**config.mk**
```make
export PLATFORM = sky130hd
export DESIGN_NAME = pipe_hazard_ctrl
export DESIGN_NICKNAME = d
export VERILOG_FILES = /design/src/rtl/pipe_hazard_ctrl.sv
export SDC_FILE = /design/constraint.sdc
export NUM_CORES = 1
export LEC_CHECK = 0
export ABC_AREA = 1
export BUFFER_PORTS_ARGS = -buffer_cell sky130_fd_sc_hd__buf_2
export CORE_UTILIZATION = 51
export CTS_BUF_LIST = sky130_fd_sc_hd__clkbuf_4 sky130_fd_sc_hd__clkbuf_8 sky130_fd_sc_hd__clkbuf_16
export DETAILED_ROUTE_END_ITERATION = 12
export GPL_TIMING_DRIVEN = 0
export PLACE_DENSITY = 0.91
export SLEW_MARGIN = 15
export SYNTH_ARGS = -nofsm -noshare
export SYNTH_HDL_FRONTEND = slang
export SYNTH_SLANG_ARGS = --single-unit
export TNS_END_PERCENT = 100
```
**constraint.sdc**
```tcl
create_clock -name clk -period 2.37 [get_ports clk]
set_input_delay 0.1185 -clock clk [delete_from_list [all_inputs] [get_ports clk]]
set_output_delay 0.1185 -clock clk [all_outputs]
set_load 0.02 [all_outputs]
```
**src/rtl/pipe_hazard_ctrl.sv**
```systemverilog
// Stall/flush controller for the 5-stage MIPS pipeline.
// Handles load-use hazards, MEM-stage redirects and data-memory waits with a timeout.
module pipe_hazard_ctrl #(
    parameter int WAIT_MAX = 16,
    parameter int CNT_W    = 16
) (
    input  logic             clk,
    input  logic             rst,
    input  logic             idex_memread,
    input  logic [4:0]       idex_dst,
    input  logic [4:0]       ifid_rs,
    input  logic [4:0]       ifid_rt,
    input  logic             ifid_use_rt,
    input  logic             mem_redirect,
    input  logic             mem_access,
    input  logic             dmem_ready,
    input  logic             halt_req,
    output logic             PCW,
    output logic             IFIDW,
    output logic             IDEXW,
    output logic             EXMEMW,
    output logic             MEMWBW,
    output logic             rst1,
    output logic             rst2,
    output logic             rst3,
    output logic             rst4,
    output logic             halted,
    output logic             mem_timeout,
    output logic [CNT_W-1:0] stall_cnt
);

    localparam int WC_W = $clog2(WAIT_MAX + 1);

    typedef enum logic [1:0] {
        RUN,
        MWAIT,
        HALT
    } state_t;

    state_t            r_state;
    logic [WC_W-1:0]   r_waitCnt;
    logic [CNT_W-1:0]  r_stallCnt;
    logic              r_memTimeout;

    logic w_freeze;
    logic w_loadUse;
    logic w_waitLimit;

    assign w_freeze    = mem_access & ~dmem_ready;
    assign w_loadUse   = idex_memread & (idex_dst != 5'd0) &
                         ((idex_dst == ifid_rs) | (ifid_use_rt & (idex_dst == ifid_rt)));
    assign w_waitLimit = (r_waitCnt == WC_W'(WAIT_MAX - 1));

    assign halted      = (r_state == HALT) & ~rst;
    assign mem_timeout = r_memTimeout;
    assign stall_cnt   = r_stallCnt;

    // Priority: freeze beats redirect beats load-use; HALT holds everything in place.
    always_comb begin
        PCW    = 1'b0;
        IFIDW  = 1'b0;
        IDEXW  = 1'b0;
        EXMEMW = 1'b0;
        MEMWBW = 1'b0;
        rst1   = 1'b0;
        rst2   = 1'b0;
        rst3   = 1'b0;
        rst4   = 1'b0;
        if (rst) begin
            rst1 = 1'b1;
            rst2 = 1'b1;
            rst3 = 1'b1;
            rst4 = 1'b1;
        end else if (r_state != HALT) begin
            if (w_freeze) begin
                rst4 = 1'b1;
            end else if (mem_redirect) begin
                PCW    = 1'b1;
                IFIDW  = 1'b1;
                IDEXW  = 1'b1;
                EXMEMW = 1'b1;
                MEMWBW = 1'b1;
                rst1   = 1'b1;
                rst2   = 1'b1;
                rst3   = 1'b1;
            end else if (w_loadUse) begin
                IDEXW  = 1'b1;
                EXMEMW = 1'b1;
                MEMWBW = 1'b1;
                rst2   = 1'b1;
            end else begin
                PCW    = 1'b1;
                IFIDW  = 1'b1;
                IDEXW  = 1'b1;
                EXMEMW = 1'b1;
                MEMWBW = 1'b1;
            end
        end
    end

    always_ff @(posedge clk) begin
        if (rst) begin
            r_state      <= RUN;
            r_waitCnt    <= '0;
            r_stallCnt   <= '0;
            r_memTimeout <= 1'b0;
        end else if (r_state != HALT) begin
            if (!PCW && !(&r_stallCnt)) begin
                r_stallCnt <= r_stallCnt + 1'b1;
            end
            if (w_freeze) begin
                r_waitCnt <= r_waitCnt + 1'b1;
                if (w_waitLimit) begin
                    r_state      <= HALT;
                    r_memTimeout <= 1'b1;
                end else begin
                    r_state <= MWAIT;
                end
            end else begin
                r_waitCnt <= '0;
                r_state   <= halt_req ? HALT : RUN;
            end
        end
    end

endmodule

```
## After elaboration in Yosys (flattened, before gate mapping)

Cells that the tools add are included.

- Muxes and demuxes: 24
- Bitwise gates (word level): 8
- $add $sub $neg: 2
- Equal/unequal tests: 5
- Reductions and logical operators: 7

Operators with widths:

| operator | number |
|---|---|
| 2-to-1 mux 1 bit | 20 |
| adder 16 x 1 -> 16 bit (second input constant) | 1 |
| AND reduction 16 bit | 1 |
| == test 5 bit | 2 |
| 2-to-1 mux 2 bit | 3 |
| adder 5 x 1 -> 5 bit (second input constant) | 1 |
| AND 1 bit | 5 |
| == test 5 x 4 -> 1 bit (second input constant) | 1 |
| 2-to-1 mux 5 bit | 1 |
| nonzero test 5 bit | 1 |
| AND reduction 3 bit | 1 |
| == test 2 bit (second input constant) | 1 |
| logical NOT 1 bit | 2 |
| != test 2 bit (second input constant) | 1 |
| inverter 1 bit | 2 |
| AND reduction 2 bit | 1 |
| logical AND 1 bit | 1 |
| OR 1 bit | 1 |

- Register bits: 24
- Word-level logic and storage cells: 50
- Input port bits: 23

## Longest topological paths before layout

Gate-level depths: netlist of the first run.

- Depth after elaboration: 12
- Depth in mapped cells: 12
- Gate-level depth less buffers: 11

## Worst setup path before layout of the first run

No wires, ideal clock.

- Path type: flip-flop to flip-flop
- From: register r_stallCnt[0] (netlist: stall_cnt[0])
- To: register r_stallCnt[0] (netlist: stall_cnt[0])
- Stages on the path, launching flop included: 10
- Slack: 524 ps
- Period minus slack after synthesis: 1,846 ps
- Buffers on the path: 1
- Data required time: 2,254 ps
- Arrival: 1,730 ps
- Cell sequence: dfxtp_1 -> ha_1 -> nand3_2 -> nor2_2 -> nand2_1 -> o21ai_2 -> inv_2 -> buf_2 -> a21oi_1 -> nor2_1

- Cells in the longest elaborated chain, start to end: 4

RTL lines:

| item | line | source |
|---|---|---|
| from (decl) | 42 | `logic [CNT_W-1:0] r_stallCnt;` |
| from (signal assigned) | 109 | `r_stallCnt <= r_stallCnt + 1'b1;` |
| branches (longest 4 deep; another with adder 16 x 1 -> 16 bit) | - |  |

Several ways; the timed one is not identified.
A chain may end at the register's enable or synchronous reset.

## Worst setup path in the final report of the first run

- From: register r_state[1]
- To: output port PCW

- Cells in the longest elaborated chain, start to end: 3

RTL lines:

| item | line | source |
|---|---|---|
| from (decl) | 40 | `state_t r_state;` |
| from (signal assigned) | 121 | `r_state <= halt_req ? HALT : RUN;` |
| != test 2 bit | 74 | `end else if (r_state != HALT) begin` |
| 2-to-1 mux 1 bit | 74 |  |
| 2-to-1 mux 1 bit | 69 | `if (rst) begin` |
| to (decl) | 18 | `output logic PCW,` |

No other way between the ends.

==> summary.md, run 1 <==
| Metric | Value |
|---|---|
| Yosys warns | `0` |
| Clk buf depth | `2` |
| Die X | `57.6 um` |
| RSZ-0062 raised after global routing | `false` |
| CP Max Fanout | `10` |
| Postcts setup bufs | `0` |
| Synth Flop Type | `dfxtp_1` |
| Pwr Density | `431 nW/um2` |
| MaxCap Viol Count | `0` |
| IO Pins | `50` |
| Slowest CP cell | `dfxtp_1` |
| Share of cells above drive strength 1 | `28.0%` |
| CP Data Required Time | `2.25 ns` |
| Via Count | `1641` |
| Maximum clock rate | `471 MHz` |
| Lkg Pwr | `0.903 nW` |
| Worst setup SP type | `flip-flop` |
| Slew Limit Fails | `0` |
| Final net count | `320` |
| Hold buffers post-CTS | `0` |
| Max stage delay on crit path | `0.33 ns` |
| N_diodes | `0` |
| Sequence of cells on the critical path | `inv_1 > nor2_1 > inv_2 > nand2_1 > nor2_1 > nand2_2 > clkbuf_4 > inv_1 > buf_4 > buf_2` |
| H-tree levels | `1` |
| Worst EP arrival | `2.00 ns` |
| Site row count | `19` |
| Met2 routed WL | `1710 um` |
| Post-CTS sizing | `0` |
| Vias per inst | `5.06` |
| Die H | `57.6 um` |
| Tcrit/Tclk final | `89.6%` |
| Failing checks | `DRC` |
| Core area | `2850 um2` |
| Post-DP HPWL | `2800 um` |
| Final ANT Viol Nets | `0` |
| Mean Syn Cell Area | `6.58 um2` |
| Yosys reg bits | `24` |
| Worst setup EP type | `output port` |
| # DRC | `3` |
| First-pass GRT wire length | `6320 um` |
| Final setup fails | `0` |
| CTS Root Cell | `clkbuf_4` |
| Post-synth net total | `266` |
| Initial DRC count | `68` |
| Initial antenna violation count | `0` |
| Hold Path Class | `input port to flip-flop` |
| Full die area | `3320 um2` |
| Clk slew on worst S/H paths | `0.13 ns` |
| Setup CP Type | `flip-flop to output port` |
| IO buf count | `49` |
| Synth Instances | `240` |
| Rel. slew slack | `55.5%` |
| Post-synth EDFFs | `0` |
| First-pass DRT Iterations | `8` |
| Tmin final | `2.12 ns` |
| Status | `finished, violations left` |
| Sequential share of the synthesized area | `30.4%` |
| Global-route usage over all layers | `24.1%` |
| Worst-Margin Slew | `0.667 ns` |
| GR Overflow Total | `0` |
| Num CTS Buffers | `3` |
| Total wire length | `3470 um` |
| Area growth syn-to-layout | `20.4%` |
| Hold Slack | `0.0529 ns` |
| DR top layer | `met4` |
| DR WL met3 | `113 um` |
| CTS tree | `yes` |
| Tot Pwr | `0.000820 W` |
| Yosys cell types | `30` |
| Clock sinks | `24` |
| Syn Std Cell Area | `1580 um2` |
| Initial Util | `55.4%` |
| Routed wire per std cell | `10.7 um` |
| IR drop worst, VDD | `249 uV` |
| Pin count of the biggest net entering global routing | `14` |
| Final Skew | `0.00279 ns` |
| TNS Setup | `0 ns` |
| Placer Congestion | `0.935` |
| Vias in the first global route | `1587` |
| Clock latency on the worst-skew pair | `0.31 ns` |
| Fin worst setup slack | `0.248 ns` |
| Place WS | `0.426 ns` |
| Final hold viol count | `0` |
| Ys async rst share | `0%` |
| Met1 Wirelength | `1600 um` |
where the power goes:
group | total, W | leakage (nW) | switching [W] | internal [W]
logic | 0.000182 | 0.688 | 0.000115 | 0.0000672
clock network | 0.000216 | 0.0210 | 0.000122 | 0.0000939
registers | 0.000422 | 0.194 | 0.0000104 | 0.000412
total | 0.000820 | 0.903 | 0.000247 | 0.000573
per-stage QoR:
stage          utilization (%)  instance area [um2]  cells
2_1_floorplan                -                 1580    240
3_3_place_gp              65.3                 1860    320
3_5_place_dp              65.3                 1860    320
4_1_cts                   66.6                 1900    324
5_1_grt                   66.7                 1900    324
6_report                  66.7                 1900    324
sequential cells by signal, indices dropped and copies added (netlist names):
| name | flops |
|---|---|
| stall_cnt | 16 |
| r_waitCnt | 5 |
| r_state | 2 |
| mem_timeout | 1 |
cells in the mapped netlist, types with 2 or more instances:
cell type	count	area, um2
a21oi_1	6	30.0
a21oi_2	10	87.6
a31oi_1	2	12.5
buf_2	2	10.0
buf_4	4	30.0
clkbuf_1	2	7.51
dfxtp_1	24	480
ha_1	3	37.5
inv_1	24	90.1
inv_2	6	22.5
nand2_1	69	259
nand3_1	25	125
nand4_1	4	25.0
nor2_1	26	97.6
o21ai_0	4	20.0
xnor2_1	9	78.8
xor2_1	7	61.3
worst max-delay path: cells and delay by family (launching register included):
kind	cells	cell delay, ns
DFF	1	0.33
buffers and inverters	6	0.70
and+or+nand+nor	4	0.65
metal layers:
layer / GRT usage [%] / up-vias
met4: 11.1 / 0
met3: 2.90 / 5
met2: 43.2 / 38
li1: - / 863
met5: 0 / -
met1: 28.6 / 735
cells by family (layout without fill, tap and decap cells):
logic type	count (synthesis)	after routing	synth area share, %
AOI/OAI and AO/OA	26	26	11.6
xor gates and xnor gates	16	16	8.88
adders and majority gates	3	3	2.38
buffers and inverters	40	93	11.1
DFF	24	24	30.4
and+or+nand+nor	131	131	35.6
area by class of cell:
class | instances | area [um2]
inverters | 31 | 116
well taps | 31 | 38.8
multi-input cells | 176 | 923
clock buffers | 4 | 36.3
repair buffers | 49 | 245
flip-flops and latches | 24 | 480
fillers | 259 | 951
plain buffers | 9 | 61.3
cells in the final DEF (no fill, tap or decap):
master and n:
or3_1 1, o21bai_1 1, a32o_1 1, nand2_1 69, a21oi_1 6, nor2_1 26, a211oi_1 1, xnor2_1 9
nand2_2 1, xor2_1 7, clkbuf_1 2, inv_2 6, inv_1 24, nor2_2 1, o21ai_0 4, nor3_1 1
nand3_1 25, clkbuf_4 4, nand3_2 1, dfxtp_1 24, o21ai_2 1, a31oi_1 2, nor3_2 1, nand2_4 1
clkbuf_8 1, buf_4 4, buf_2 50, a21oi_2 10, buf_6 1, ha_1 3, clkinv_1 1, nand4_1 4
path summary, 6_finish.rpt:
path | startpoint | endpoint | slack [ns] | cells past startpoint
worst min register to register | r_waitCnt[4] | r_waitCnt[4] | 0.48 | 2
worst max register to register | stall_cnt[0] | stall_cnt[1] | 0.38 | 10
worst min-delay path | halt_req | r_state[1] | 0.05 | 3
worst max-delay path | r_state[1] | PCW | 0.25 | 10
No activity file was read; power rests on OpenSTA's default activity.
==> run 2: changes to the inputs <==
--- a/config.mk
+++ b/config.mk
@@ -11,6 +11,7 @@
 export CTS_BUF_LIST = sky130_fd_sc_hd__clkbuf_4 sky130_fd_sc_hd__clkbuf_8 sky130_fd_sc_hd__clkbuf_16
 export DETAILED_ROUTE_END_ITERATION = 12
 export GPL_TIMING_DRIVEN = 0
+export HOLD_SLACK_MARGIN = 0.08
 export PLACE_DENSITY = 0.91
 export SLEW_MARGIN = 15
 export SYNTH_ARGS = -nofsm -noshare
==> run 2 against run 1 <==
Effect of this change:
- the flow still finishes with violations (DRC)
- final area is 0.53% higher
- register-to-register slack hardly changed
- fmax hardly changed
- non-clock buffer count is 1 higher
- sequential share of layout area is 0.13 points lower
- critical path type unchanged
- highest routed layer unchanged
==> summary.md, run 2 (synthesis gave the netlist of run 1 again) <==
| Metric | Value |
|---|---|
| Status | `finished, violations left` |
| Failing checks | `DRC` |
| Worst EP arrival | `2.00 ns (about the same)` |
| Combinational power share | `22.3% (about the same)` |
| Via Count | `1645 (+0.24%)` |
| IR drop worst, VDD | `249 uV (about the same)` |
| Total wire length | `3480 um (+0.37%)` |
| Met1 usage | `28.7% (+0.14 points)` |
| Full die area | `3320 um2 (unchanged)` |
| Final Util | `67.0% (+0.35 points)` |
| Initial antenna violation count | `0 (unchanged)` |
| H-tree levels | `1 (unchanged)` |
| Fillcell total | `257 (-0.77%)` |
| R2r startpoint | `stall_cnt[0]` |
| Most frequent cells in the layout | `69 x nand2_1, 50 x buf_2, 26 x nor2_1` |
| Clock power frac | `26.3% (about the same)` |
| Tmin final | `2.12 ns (-0.0000100 ns)` |
| N_diodes | `0 (unchanged)` |
| Site row count | `19 (unchanged)` |
| Final setup fails | `0 (unchanged)` |
| Worst Hold End | `r_state[1]` |
| GR peak layer | `met2` |
| Area growth syn-to-layout | `21.1%` |
| Pwr Density | `430 nW/um2 (-0.37%)` |
| Critical path launch point | `r_state[1]` |
| Die X | `57.6 um (unchanged)` |
| Initial Util | `55.4% (unchanged)` |
| Core area | `2850 um2 (unchanged)` |
| FF-to-FF End | `stall_cnt[1]` |
| Global routing met3 resource utilization | `2.90% (unchanged)` |
| CP Max Fanout | `10 (unchanged)` |
| Hold Startpoint | `dmem_ready` |
| Register share of total power | `51.4% (about the same)` |
| Place WS | `0.426 ns (unchanged)` |
| Lkg Pwr | `0.907 nW (+0.46%)` |
| Clock sinks | `24 (unchanged)` |
| Global-route usage over all layers | `24.2% (+0.095 points)` |
| Fin worst setup slack | `0.248 ns (+0.0000100 ns)` |
| Placed Area | `1860 um2 (unchanged)` |
| Hold path cells | `4 (+1)` |
| Setup CP Type | `flip-flop to output port` |
| CTS tree | `yes` |
| First-pass GRT wire length | `6350 um (+0.44%)` |
| Pin count of the biggest net entering global routing | `14 (unchanged)` |
| Num CTS Buffers | `3 (unchanged)` |
| Grt met2 use | `43.4% (+0.17 points)` |
| CP Data Required Time | `2.25 ns (about the same)` |
| Die H | `57.6 um (unchanged)` |
| Commonest non-fill, non-tap cell in the layout | `nand2_1` |
| Tcrit/Tclk final | `89.6% (about the same)` |
| MaxCap Viol Count | `0 (unchanged)` |
| R2R depth | `10 (unchanged)` |
| Share of cells above drive strength 1 | `27.9% (-0.095 points)` |
| Routed wire per std cell | `10.7 um (about the same)` |
| IO buf count | `49 (unchanged)` |
| Worst setup SP type | `flip-flop` |
| Final Skew | `0.00279 ns (unchanged)` |
| Clk slew on worst S/H paths | `0.13 ns (about the same)` |
| RSZ-0062 raised after global routing | `false` |
| Worst-Margin Slew | `0.667 ns (+0.00000364 ns)` |
| Maximum clock rate | `471 MHz (about the same)` |
| Number of flip-flops in the largest register | `16 (unchanged)` |
| Worst setup EP type | `output port` |
| Final ANT Viol Nets | `0 (unchanged)` |
| Post-DP HPWL | `2800 um (unchanged)` |
| Final net count | `321 (+0.31%)` |
| Initial DRC count | `65 (-4.4%)` |
| Postcts setup bufs | `0 (unchanged)` |
| Clock latency on the worst-skew pair | `0.31 ns (about the same)` |
| Pint | `0.000574 W (+0.19%)` |
| GR Overflow Total | `0 (unchanged)` |
| Sw frac | `30.1% (about the same)` |
| Final hold viol count | `0 (unchanged)` |
| First-pass DRT Iterations | `8 (unchanged)` |
| Vias in the first global route | `1592 (+0.32%)` |
| Slew Limit Fails | `0 (unchanged)` |
| CTS Root Cell | `clkbuf_4` |
| Hold Path Class | `input port to flip-flop` |
| # DRC | `3 (unchanged)` |
| Rel. slew slack | `55.5% (about the same)` |
| Clk buf depth | `2 (unchanged)` |
| Switching power | `0.000247 W (about the same)` |
| TNS Setup | `0 ns (unchanged)` |
| Placer Congestion | `0.935 (unchanged)` |
| Vias per inst | `5.06 (about the same)` |
| IO Pins | `50 (unchanged)` |
| Register-to-register setup slack | `0.38 ns (about the same)` |
| Finished Cell Area | `1910 um2 (+0.53%)` |
-- run 2: cell count changes in the layout (fill, tap and decap cells not counted), sizes merged --
cell	previous run	this run
dlygate4sd3	0	1
-- run 2: routing by layer --
| metal | vias to the layer above | part of all wire [%] |
|---|---|---|
| li1 | 865 | - |
| met1 | 737 | 46 |
| met2 | 38 | 49 |
| met3 | 5 | 3.2 |
| met4 | 0 | 1.3 |
| met5 | - | 0 |
-- run 2: worst max-delay path: stages, from the launching register on --
cell and delay (ns):
dfxtp_1 0.33, inv_1 0.03, nor2_1 0.21, inv_2 0.11
nand2_1 0.14, nor2_1 0.10, nand2_2 0.20, clkbuf_4 0.24
inv_1 0.06, buf_4 0.12, buf_2 0.14
-- run 2: final cells by class --
cell class / instances / area (um2) / area share [%]
Buffer: 9 / 61.3 / 3.21
Clock buffer: 4 / 36.3 / 1.90
Inverter: 31 / 116 / 6.09
Multi-Input combinational cell: 176 / 923 / 48.3
Sequential cell: 24 / 480 / 25.1
Tap cell: 31 / 38.8 / 2.03
Timing Repair Buffer: 50 / 255 / 13.4
-- run 2: metrics by stage --
stage | total power, W | instances | hold slack, ns
detailed placement | 0.000613 | 320 | 0.391
finish | 0.000821 | 325 | 0.0952
floorplan | 0.000550 | 240 | 0.276
CTS | 0.000824 | 325 | 0.0898
global placement | 0.000607 | 320 | 0.392
global route | 0.000864 | 325 | 0.110
-- run 2: worst max-delay path by stage --
| stage | cells after the start | slack [ns] | to |
|---|---|---|---|
| after global routing | 10 | 0.02 | PCW |
| final | 10 | 0.25 | PCW |
| after floorplan | 9 | 0.52 | stall_cnt[0] |
| after detailed placement | 10 | 0.43 | stall_cnt[1] |
| after CTS | 10 | 0.22 | PCW |
| after global placement | 9 | 0.49 | stall_cnt[14] |
-- run 2: power groups by stage --
stage	logic (W)	clock network (W)	registers, W
2_1_floorplan	0.000115	0	0.000435
3_3_place_gp	0.000176	0	0.000430
3_5_place_dp	0.000182	0	0.000431
4_1_cts	0.000183	0.000219	0.000422
5_1_grt	0.000206	0.000233	0.000424
6_report	0.000183	0.000216	0.000422
-- run 2: what timing repair did --
item	CTS	global route
resized for setup	0	1
hold buffers	1	0
endpoints found under the setup margin	0	1
hold endpoints to repair	1	0
==> run 3: changes to the inputs <==
--- a/config.mk
+++ b/config.mk
@@ -13,6 +13,7 @@
 export GPL_TIMING_DRIVEN = 0
 export HOLD_SLACK_MARGIN = 0.08
 export PLACE_DENSITY = 0.91
+export RECOVER_POWER = 50
 export SLEW_MARGIN = 15
 export SYNTH_ARGS = -nofsm -noshare
 export SYNTH_HDL_FRONTEND = slang
==> run 3 against run 2 <==
Effect of this change:
- the run still ends with DRC left
- clock power about the same
- utilization decreased by 0.75 points
- count of clock-buffer cells in the layout unchanged
- register-to-register slack about the same
- combinational power about the same
- sequential power about the same
- wire length increased by 0.37%
- cell count unchanged
- sequential share of layout area increased by 0.28 points
- largest cell class unchanged
==> summary.md, run 3 (synthesis gave the netlist of run 1 again) <==
| Metric | Value |
|---|---|
| Status | `finished, violations left` |
| Failing checks | `DRC` |
| Initial antenna violation count | `0 (unchanged)` |
| Clk buf depth | `2 (unchanged)` |
| Fin worst setup slack | `0.243 ns (-0.00452 ns)` |
| Rel. slew slack | `55.6% (+0.063 points)` |
| Initial Util | `55.4% (unchanged)` |
| Maximum clock rate | `470 MHz (-0.21%)` |
| DP Cell Count | `320 (unchanged)` |
| R2R depth | `10 (unchanged)` |
| Worst-Margin Slew | `0.666 ns (-0.000951 ns)` |
| R2r startpoint | `stall_cnt[0]` |
| Area growth syn-to-layout | `19.7%` |
| Global-route usage over all layers | `24.2% (unchanged)` |
| Slowest CP cell | `dfxtp_1` |
| DR top layer | `met4` |
| FF-to-FF End | `stall_cnt[1]` |
| MaxCap Viol Count | `0 (unchanged)` |
| Lkg Pwr | `0.834 nW (-8.1%)` |
| Final Skew | `0.00282 ns (+0.0000230 ns)` |
| CP Data Required Time | `2.25 ns (about the same)` |
| IO buf count | `49 (unchanged)` |
| Site row count | `19 (unchanged)` |
| Pwr Density | `434 nW/um2 (+1.0%)` |
| Clock sinks | `24 (unchanged)` |
| Footprint of the multi-input gates | `923 um2 (unchanged)` |
| Setup CP Type | `flip-flop to output port` |
| Met2 routed WL | `1730 um (+0.64%)` |
| GR Overflow Total | `0 (unchanged)` |
| Tmin final | `2.13 ns (+0.00452 ns)` |
| Max stage delay on crit path | `0.33 ns (about the same)` |
| Slew Limit Fails | `0 (unchanged)` |
| First-pass DRT Iterations | `8 (unchanged)` |
| Die H | `57.6 um (unchanged)` |
| Tcrit/Tclk final | `89.7% (+0.19 points)` |
| Hold Startpoint | `dmem_ready` |
| Full die area | `3320 um2 (unchanged)` |
| Initial DRC count | `58 (-11%)` |
| N_diodes | `0 (unchanged)` |
| Clock latency on the worst-skew pair | `0.31 ns (about the same)` |
| Total wire length | `3500 um (+0.37%)` |
| Number of flip-flops in the largest register | `16 (unchanged)` |
| Vias in the first global route | `1592 (unchanged)` |
| Post-DP HPWL | `2800 um (unchanged)` |
| Commonest non-fill, non-tap cell in the layout | `nand2_1` |
| Routed wire per std cell | `10.8 um (+0.37%)` |
| Largest delay share family, worst path | `buffers and inverters` |
| Worst setup EP type | `output port` |
| TNS Setup | `0 ns (unchanged)` |
| Hold Path Class | `input port to flip-flop` |
| Placed Area | `1860 um2 (unchanged)` |
| Worst setup SP type | `flip-flop` |
| RSZ-0062 raised after global routing | `false` |
| # DRC | `3 (unchanged)` |
| Most frequent cells in the layout | `69 x nand2_1, 33 x buf_2, 26 x nor2_1` |
| Core area | `2850 um2 (unchanged)` |
| Worst EP arrival | `2.01 ns (about the same)` |
| Fillcell total | `270 (+5.1%)` |
| IO Pins | `50 (unchanged)` |
| H-tree levels | `1 (unchanged)` |
| Final net count | `321 (unchanged)` |
| Place WS | `0.426 ns (unchanged)` |
| CTS tree | `yes` |
| Register Area | `480 um2 (unchanged)` |
| Pin count of the biggest net entering global routing | `14 (unchanged)` |
| Share of cells above drive strength 1 | `22.1% (-5.8 points)` |
| Placer Congestion | `0.935 (unchanged)` |
| IR drop worst, VDD | `249 uV (about the same)` |
| DR WL met3 | `137 um (+21%)` |
| Fin cells | `325 (unchanged)` |
| Hold path cells | `4 (unchanged)` |
| Register-to-register setup slack | `0.38 ns (about the same)` |
| Final setup fails | `0 (unchanged)` |
| Postcts setup bufs | `0 (unchanged)` |
| Vias per inst | `5.07 (+0.24%)` |
| Final hold viol count | `0 (unchanged)` |
| Via Count | `1649 (+0.24%)` |
| First-pass GRT wire length | `6350 um (unchanged)` |
| Die X | `57.6 um (unchanged)` |
| Final ANT Viol Nets | `0 (unchanged)` |
| CTS Root Cell | `clkbuf_4` |
| CP bufs+invs | `6 (unchanged)` |
| Worst Hold End | `r_state[1]` |
| Clk slew on worst S/H paths | `0.13 ns (about the same)` |
| CP Max Fanout | `10 (unchanged)` |
| Finished Cell Area | `1890 um2 (-1.1%)` |
| Met1 Wirelength | `1590 um (-1.4%)` |
| Sequence of cells on the critical path | `inv_1 > nor2_1 > inv_2 > nand2_1 > nor2_1 > nand2_2 > clkbuf_4 > inv_1 > buf_4 > buf_2` |
| Num CTS Buffers | `3 (unchanged)` |
-- run 3: final cells by class --
cell class	count	share of cell area, %
Buffer	9	3.24
Clock buffer	4	1.92
Inverter	31	6.15
Multi-Input combinational cell	176	48.8
Sequential cell	24	25.4
Tap cell	31	2.05
Timing Repair Buffer	50	12.4
-- run 3: worst reg2reg max path: stages, from the launching register on --
cell and delay (ns):
dfxtp_1 0.51, ha_1 0.25, nand3_2 0.13, nor2_2 0.18, nand2_1 0.12, o21ai_2 0.16, inv_2 0.11, nand2_4 0.12
buf_6 0.15, nand2_1 0.07, a21oi_2 0.14
-- run 3: worst max path at each step --
stage | from | endpoint | cells after the start
2_1_floorplan | stall_cnt[0] | stall_cnt[0] | 9
3_3_place_gp | stall_cnt[0] | stall_cnt[14] | 9
3_5_place_dp | stall_cnt[0] | stall_cnt[1] | 10
4_1_cts | r_state[1] | PCW | 10
5_1_grt | r_state[1] | PCW | 10
6_report | r_state[1] | PCW | 10
-- run 3: per-stage QoR --
| stage | hold slack (ns) | power (W) | utilization [%] |
|---|---|---|---|
| floorplan | 0.276 | 0.000550 | - |
| global placement | 0.392 | 0.000607 | 65.3 |
| detailed placement | 0.391 | 0.000613 | 65.3 |
| CTS | 0.0898 | 0.000824 | 66.9 |
| global route | 0.110 | 0.000863 | 66.3 |
| finish | 0.0949 | 0.000821 | 66.3 |
-- run 3: metal layers --
| metal | track usage, % | vias up |
|---|---|---|
| li1 | - | 866 |
| met1 | 28.7 | 738 |
| met2 | 43.4 | 40 |
| met3 | 2.90 | 5 |
| met4 | 11.1 | 0 |
| met5 | 0 | - |
-- run 3: power by group --
part / internal [W] / leakage [nW] / switching [W]
Combinational: 0.0000670 / 0.618 / 0.000115
Sequential: 0.000412 / 0.194 / 0.0000105
Clock: 0.0000939 / 0.0210 / 0.000122
Total: 0.000573 / 0.834 / 0.000248
-- run 3: what timing repair did --
action / 4_1_cts / 5_1_grt
endpoints found under the setup margin: 0 / 1
endpoints found under the hold margin: 1 / 0
resized for setup: 0 / 1
hold buffers: 1 / 0
